==> config.mk <==
export PLATFORM = sky130hd
export DESIGN_NAME = rr_arbiter_param_flat
export DESIGN_NICKNAME = d
export VERILOG_FILES = /design/src/rtl/rr_arbiter_param_pkg.sv /design/src/rtl/rr_arbiter_param_if.sv /design/src/rtl/rr_arbiter_param_pick.sv /design/src/rtl/rr_arbiter_param.sv /design/src/flat_wrapper.sv
export SDC_FILE = /design/constraint.sdc
export NUM_CORES = 1
export LEC_CHECK = 0
export ABC_AREA = 1
export ABC_CLOCK_PERIOD_IN_PS = 6300
export CORE_MARGIN = 2
export CORE_UTILIZATION = 59
export CTS_CLUSTER_DIAMETER = 50
export DETAILED_ROUTE_END_ITERATION = 12
export PLACE_DENSITY = 0.85
export SLEW_MARGIN = 20
export SYNTH_ARGS = -nofsm -noshare
export SYNTH_HDL_FRONTEND = slang
export SYNTH_SLANG_ARGS = --single-unit
==> constraint.sdc <==
create_clock -name clk -period 6.3 [get_ports clk]
set_input_delay 1.26 -clock clk [delete_from_list [all_inputs] [get_ports clk]]
set_output_delay 1.26 -clock clk [all_outputs]
set_load 0.05 [all_outputs]
==> src/rtl/rr_arbiter_param_pkg.sv <==
// Shared types and helpers for the round-robin arbiter slice.
package arb_pkg;

  typedef enum logic {
    IDLE = 1'b0,
    BUSY = 1'b1
  } state_t;

  // Widest requester vector the encode helper accepts.
  localparam int MAX_REQ   = 64;
  localparam int MAX_IDX_W = 6;

  // One-hot to binary encode; the OR form is exact for one-hot or zero input.
  function automatic logic [MAX_IDX_W-1:0] onehot_to_idx(input logic [MAX_REQ-1:0] oh);
    logic [MAX_IDX_W-1:0] idx;
    idx = '0;
    for (int i = 0; i < MAX_REQ; i++) begin
      if (oh[i]) idx = idx | MAX_IDX_W'(i);
    end
    return idx;
  endfunction

endpackage

==> src/rtl/rr_arbiter_param_if.sv <==
// Requester-side bus of the round-robin arbiter: request/enable in, grant out.
interface rr_arbiter_param_if #(
  parameter int NUM_REQ = 8,
  parameter int IDX_W   = (NUM_REQ > 2) ? $clog2(NUM_REQ) : 1
);

  logic               enable;
  logic [NUM_REQ-1:0] req;
  logic [NUM_REQ-1:0] gnt;
  logic               gnt_valid;
  logic [IDX_W-1:0]   gnt_idx;
  logic               gnt_preempt;

  // Requesters drive enable/req and observe the grant.
  modport master (
    output enable, req,
    input  gnt, gnt_valid, gnt_idx, gnt_preempt
  );

  // The arbiter observes requests and drives the grant.
  modport slave (
    input  enable, req,
    output gnt, gnt_valid, gnt_idx, gnt_preempt
  );

endinterface

==> src/rtl/rr_arbiter_param_pick.sv <==
// Combinational rotating-priority picker: first set request at or after ptr.
module rr_pick
  import arb_pkg::*;
#(
  parameter int NUM_REQ = 8,
  parameter int IDX_W   = (NUM_REQ > 2) ? $clog2(NUM_REQ) : 1
) (
  input  logic [NUM_REQ-1:0] req,
  input  logic [IDX_W-1:0]   ptr,
  output logic [NUM_REQ-1:0] win_oh,
  output logic [IDX_W-1:0]   win_idx,
  output logic               found
);

  localparam logic [IDX_W:0] N_L = (IDX_W+1)'(NUM_REQ);

  logic [2*NUM_REQ-1:0] dbl;
  logic [NUM_REQ-1:0]   rot;
  logic [NUM_REQ-1:0]   iso;
  logic [IDX_W:0]       sum;
  logic [IDX_W:0]       wrapped;

  // Rotate so ptr sits at bit 0, isolate the lowest set bit, then map the
  // rotated offset back to an absolute index modulo NUM_REQ.
  always_comb begin
    dbl     = {req, req} >> ptr;
    rot     = dbl[NUM_REQ-1:0];
    iso     = rot & (~rot + NUM_REQ'(1));
    found   = |rot;
    sum     = {1'b0, ptr} + (IDX_W+1)'(onehot_to_idx(MAX_REQ'(iso)));
    wrapped = (sum >= N_L) ? (sum - N_L) : sum;
    win_idx = wrapped[IDX_W-1:0];
    win_oh  = found ? (NUM_REQ'(1) << win_idx) : '0;
  end

endmodule

==> src/rtl/rr_arbiter_param.sv <==
// Round-robin arbiter with grant hold and optional hold-timeout preemption.
module rr_arbiter_param
  import arb_pkg::*;
#(
  parameter int NUM_REQ  = 8,
  parameter int MAX_HOLD = 16
) (
  input  logic clk,
  input  logic rst_n,
  rr_arbiter_param_if.slave bus
);

  localparam int IDX_W  = (NUM_REQ > 2) ? $clog2(NUM_REQ) : 1;
  localparam int HOLD_W = ($clog2(MAX_HOLD + 1) > 1) ? $clog2(MAX_HOLD + 1) : 1;
  localparam bit TIMEOUT_EN = (MAX_HOLD != 0);
  localparam logic [HOLD_W-1:0] HOLD_LIM = TIMEOUT_EN ? HOLD_W'(MAX_HOLD - 1) : '0;
  localparam logic [IDX_W-1:0]  LAST_IDX = IDX_W'(NUM_REQ - 1);

  state_t             state;
  logic [IDX_W-1:0]   ptr;
  logic [HOLD_W-1:0]  hold_cnt;

  logic [NUM_REQ-1:0] win_oh;
  logic [IDX_W-1:0]   win_idx;
  logic               found;
  logic               hold_req;
  logic               others_wait;

  rr_pick #(
    .NUM_REQ (NUM_REQ),
    .IDX_W   (IDX_W)
  ) u_pick (
    .req     (bus.req),
    .ptr     (ptr),
    .win_oh  (win_oh),
    .win_idx (win_idx),
    .found   (found)
  );

  // Grantee still requesting, and whether anyone else is queued behind it.
  always_comb begin
    hold_req    = |(bus.req & bus.gnt);
    others_wait = |(bus.req & ~bus.gnt);
  end

  // FSM, pointer, hold counter and registered grant outputs.
  always_ff @(posedge clk or negedge rst_n) begin
    if (!rst_n) begin
      state           <= IDLE;
      ptr             <= '0;
      hold_cnt        <= '0;
      bus.gnt         <= '0;
      bus.gnt_valid   <= 1'b0;
      bus.gnt_idx     <= '0;
      bus.gnt_preempt <= 1'b0;
    end else begin
      bus.gnt_preempt <= 1'b0;
      case (state)
        IDLE: begin
          if (bus.enable && found) begin
            bus.gnt       <= win_oh;
            bus.gnt_idx   <= win_idx;
            bus.gnt_valid <= 1'b1;
            ptr           <= (win_idx == LAST_IDX) ? '0 : win_idx + IDX_W'(1);
            hold_cnt      <= '0;
            state         <= BUSY;
          end
        end
        BUSY: begin
          // A dropped request wins over a coincident timeout: no preempt pulse.
          if (!hold_req) begin
            bus.gnt       <= '0;
            bus.gnt_valid <= 1'b0;
            state         <= IDLE;
          end else if (TIMEOUT_EN && (hold_cnt == HOLD_LIM) && others_wait) begin
            bus.gnt         <= '0;
            bus.gnt_valid   <= 1'b0;
            bus.gnt_preempt <= 1'b1;
            state           <= IDLE;
          end else if (hold_cnt != HOLD_LIM) begin
            hold_cnt <= hold_cnt + HOLD_W'(1);
          end
        end
        default: state <= IDLE;
      endcase
    end
  end

endmodule

==> src/flat_wrapper.sv <==
// flat-port wrapper written by rule: the top's interface ports become plain ports
module rr_arbiter_param_flat import arb_pkg::*;
#(
  parameter int NUM_REQ  = 8,
  parameter int MAX_HOLD = 16
)
  (clk, rst_n, bus_enable, bus_req, bus_gnt, bus_gnt_valid, bus_gnt_idx, bus_gnt_preempt);
  rr_arbiter_param_if #(.NUM_REQ(NUM_REQ)) bus_i ();
  input  logic clk;
  input  logic rst_n;
  input wire logic [$bits(bus_i.enable)-1:0] bus_enable;
  input wire logic [$bits(bus_i.req)-1:0] bus_req;
  output wire logic [$bits(bus_i.gnt)-1:0] bus_gnt;
  output wire logic [$bits(bus_i.gnt_valid)-1:0] bus_gnt_valid;
  output wire logic [$bits(bus_i.gnt_idx)-1:0] bus_gnt_idx;
  output wire logic [$bits(bus_i.gnt_preempt)-1:0] bus_gnt_preempt;
  assign bus_i.enable = bus_enable;
  assign bus_i.req = bus_req;
  assign bus_gnt = bus_i.gnt;
  assign bus_gnt_valid = bus_i.gnt_valid;
  assign bus_gnt_idx = bus_i.gnt_idx;
  assign bus_gnt_preempt = bus_i.gnt_preempt;
  rr_arbiter_param #(.NUM_REQ(NUM_REQ), .MAX_HOLD(MAX_HOLD)) u_core (.clk(clk), .rst_n(rst_n), .bus(bus_i));
endmodule
==> out/results.tsv <==
stage	metric	value	unit
yosys	Post-Syn Nets	263	
setup_path	WP data required	6.52	ns
yosys	Synth Area per Inst	7.11	µm²
timing	RSZ-0062 raised after global routing	false	
placement	port buffer count	23	
setup_path	R2R Setup Slk	3.15	ns
setup_path	Crit path top cell by count	nand2_1	
setup_path	crit path from	bus_req[3]	
yosys	Synth Warn #	0	
yosys	top cell type's share of synthesized area	0.315	
floorplan	die height	58.4	µm
timing	Fmax achieved	0.256	GHz
floorplan	die area	3410	µm²
setup_path	critical path buffer and inverter count	3	
clock_tree	clk_lat worst skew	0.31	ns
hold_path	worst hold stages	2	
setup_path	CP arrival	4.12	ns
clock_tree	H-tree Lvls	1	
setup_path	R2R depth	20	
yosys	Post-Syn Area	1750	µm²
drt	Final Routed Wirelength	3850	µm
clock_tree	CTS Hold Buffers Added	0	
cells_and_area	Final nets	285	
timing	part of the cycle the worst path needs	0.619	
global_route	first-pass GRT wire length	6870	µm
global_route	largest net degree at the start of global routing	23	
cells_and_area	ant diodes	0	
clock_tree	CTS buffer count	3	
cells_and_area	# fillers	228	
floorplan	Core Area	2780	µm²
timing	Final Hold Fails	0	
global_route	vias in the first global route	1587	
power	Leak	1.02	nW
clock_tree	CTS root buffer	clkbuf_4	
timing	Slew headroom	0.375	
power	pwr dens	590	nW/µm²
yosys	flops & latches, synth	22	
setup_path	Max Fanout on Critical Path	9	
clock_tree	clk slew on worst S/H paths	0.13	ns
cells_and_area	most common cell after layout, fill and taps aside	nand2_1	
floorplan	row cnt	19	
timing	Max Slew Vio Count	0	
yosys	cell taking the most area after synthesis	dfrtp_1	
setup_path	worst path cell trace	clkdlybuf4s50_1, nand2_1, nand3_1, nand2_1, nand2_1, nand2_1, nand2_2, nor2_8, nand2_1, o21ai_0, ha_1, inv_1, fa_1, xor2_1, inv_1, nand3_2, nand2_4, nand2_1, nand3_1, nand2_1	
setup_path	r2r startpoint	u_core.ptr[0]$_DFFE_PN0P_	
drt	via count	1663	
global_route	initial antenna violation count	0	
drt	drt wl/cell	12.9	µm
drt	Vias/cell	5.58	
placement	estimated wirelength of the detail-placed design	3020	µm
global_route	gr ovfl total	0	
setup_path	CP top delay family	simple AND/OR/NAND/NOR gates	
clock_tree	# clock sinks	22	
setup_path	Crit. End Element	flop	
cells_and_area	FF+latch area	551	µm²
timing	Slew @ Worst Pin	0.935	ns
cells_and_area	layout cells sized above 1	0.131	
floorplan	Die W	58.4	µm
setup_path	type of origin of the critical path	input port	
yosys	synth top area cells	dfrtp_1, nand2_1, nand3_1	
clock_tree	number of gates resized after cts	0	
yosys	register area share after synthesis	0.315	
drt	Routed Antenna Nets	0	
setup_path	CP max stage delay	0.50	ns
yosys	post-synth cell types	30	
job	Max Cap Viol	0	
cells_and_area	Area Growth Syn to Fin	15.4	%
timing	Worst Skew	0.00447	ns
power	worst vdd ir	598	µV
cells_and_area	Core Util, Final	0.725	
placement	gp weighted congestion	0.861	
clock_tree	CTS max path bufs	2	
timing	final setup TNS	0	ns
drt	DR DRC count	0	
drt	Pre-antenna DRT Iters	8	
global_route	Tot GR Track Use	0.258	
yosys	Synth Instances	246	
timing	final setup violation count	0	
placement	DP Worst Slack	2.10	ns
floorplan	initial core utilization	0.628	
timing	Hold WS	0.498	ns
hold_path	Tightest Hold Check Type	reg2reg	
clock_tree	Post-CTS Setup Inserts	0	
cells_and_area	area of the multi-input gates	1030	µm²
outcome	status	complete, no violations	
timing	Worst Slack Setup Final	2.40	ns
setup_path	FF-to-FF End	u_core.ptr[2]$_DFFE_PN0P_	
hold_path	worst hold endpoint	u_core.hold_cnt[4]$_DFFE_PN0P_	
setup_path	slowest cell on the critical path	clkdlybuf4s50_1	
drt	DRT iter0 DRCs	94	
clock_tree	CTS tree	done	
timing	Tmin final	3.90	ns
cells_and_area	most frequent cells in the layout	nand2_1, nand3_1, inv_1	
setup_path	critical path class	in2reg	
hold_path	Hold Startpoint	u_core.hold_cnt[4]$_DFFE_PN0P_	
floorplan	io pins	24	
## registers in the layout, summed over array words and instances, names as in the netlist
register,count
u_core.state,1
u_core.ptr,3
u_core.hold_cnt,5
u_core.bus.gnt_preempt,1
u_core.bus.gnt,8
u_core.bus.gnt_valid,1
u_core.bus.gnt_idx,3
## worst register-to-register path, cell delays in order, from the launching register on
cell and delay (ns):
dfrtp_1 0.66, inv_6 0.11, nand2_2 0.09, nand3_1 0.10, nand2_1 0.12, nand2_1 0.05
nand2_1 0.10, nand2_2 0.10, nor2_8 0.15, nand2_1 0.06, o21ai_0 0.20, ha_1 0.18
inv_1 0.05, fa_1 0.37, xor2_1 0.17, inv_1 0.10, nand3_2 0.12, nand2_4 0.15
nand2_1 0.08, nand3_1 0.07, nand2_1 0.05
## final cells by class
class                   count  share of cell area
clock buffers               3              0.0112
clock inverters             1              0.0149
inverters                  28              0.0558
multi-input cells         190               0.512
flip-flops and latches     22               0.273
well taps                  31              0.0192
repair buffers             23               0.114
## synthesized netlist by cell type
cell / count
nand3_2: 6
clkinv_1: 1
xor2_1: 2
nor2_1: 12
ha_1: 5
buf_8: 1
fa_1: 1
inv_6: 1
o21ai_1: 9
dfrtp_1: 22
o21ai_0: 1
nand2_1: 77
buf_6: 2
inv_2: 1
o21bai_1: 1
nand2_2: 12
nand2_4: 2
inv_4: 1
nand4_1: 8
nor2_8: 1
buf_2: 3
o22ai_1: 4
a21oi_1: 4
nand3_1: 35
o21ai_2: 5
a22o_1: 2
nand3_4: 1
nor2_2: 1
nor3b_1: 1
inv_1: 24
## metrics by stage
step	std cells	total power, W	instance area [µm²]
3_3_place_gp	294	0.00106	1960
2_1_floorplan	246	0.000910	1750
3_5_place_dp	294	0.00107	1960
5_1_grt	298	0.00131	2020
4_1_cts	298	0.00119	2020
6_report	298	0.00119	2020
## cells by family (layout without fill, tap and decap cells)
kind of cell / count (synthesis) / in the layout / share of synthesized area
fa+ha+maj: 6 / 6 / 0.0472
flops: 22 / 22 / 0.315
xor+xnor: 2 / 2 / 0.0100
compound gates: 26 / 26 / 0.0938
buf+inv: 34 / 55 / 0.0945
simple gates: 156 / 156 / 0.440
## worst max-delay path by stage
stage / end / slack [ns] / cells past startpoint
after floorplan: u_core.bus.gnt[6]$_DFFE_PN0P_ / 2.99 / 16
after global placement: u_core.bus.gnt[3]$_DFFE_PN0P_ / 2.21 / 19
after detailed placement: u_core.ptr[2]$_DFFE_PN0P_ / 2.10 / 20
after CTS: u_core.ptr[2]$_DFFE_PN0P_ / 2.41 / 20
after global routing: u_core.bus.gnt[3]$_DFFE_PN0P_ / 2.18 / 19
final: u_core.ptr[2]$_DFFE_PN0P_ / 2.40 / 20
## where the power goes
| group | leakage, nW | internal, W | switching, W |
|---|---|---|---|
| logic | 0.698 | 0.000268 | 0.000555 |
| clock network | 0.0279 | 0.0000643 | 0.0000440 |
| registers | 0.289 | 0.000189 | 0.0000697 |
| total | 1.02 | 0.000522 | 0.000668 |
## layer usage
metal | part of all wire | vias to the layer above | track usage
met1 | 0.48 | 765 | 0.343
met2 | 0.47 | 37 | 0.435
met4 | 0.018 | 0 | 0.103
li1 | - | 853 | -
met5 | 0 | - | 0
met3 | 0.038 | 8 | 0.0242
No activity file was read; power rests on OpenSTA's default activity.
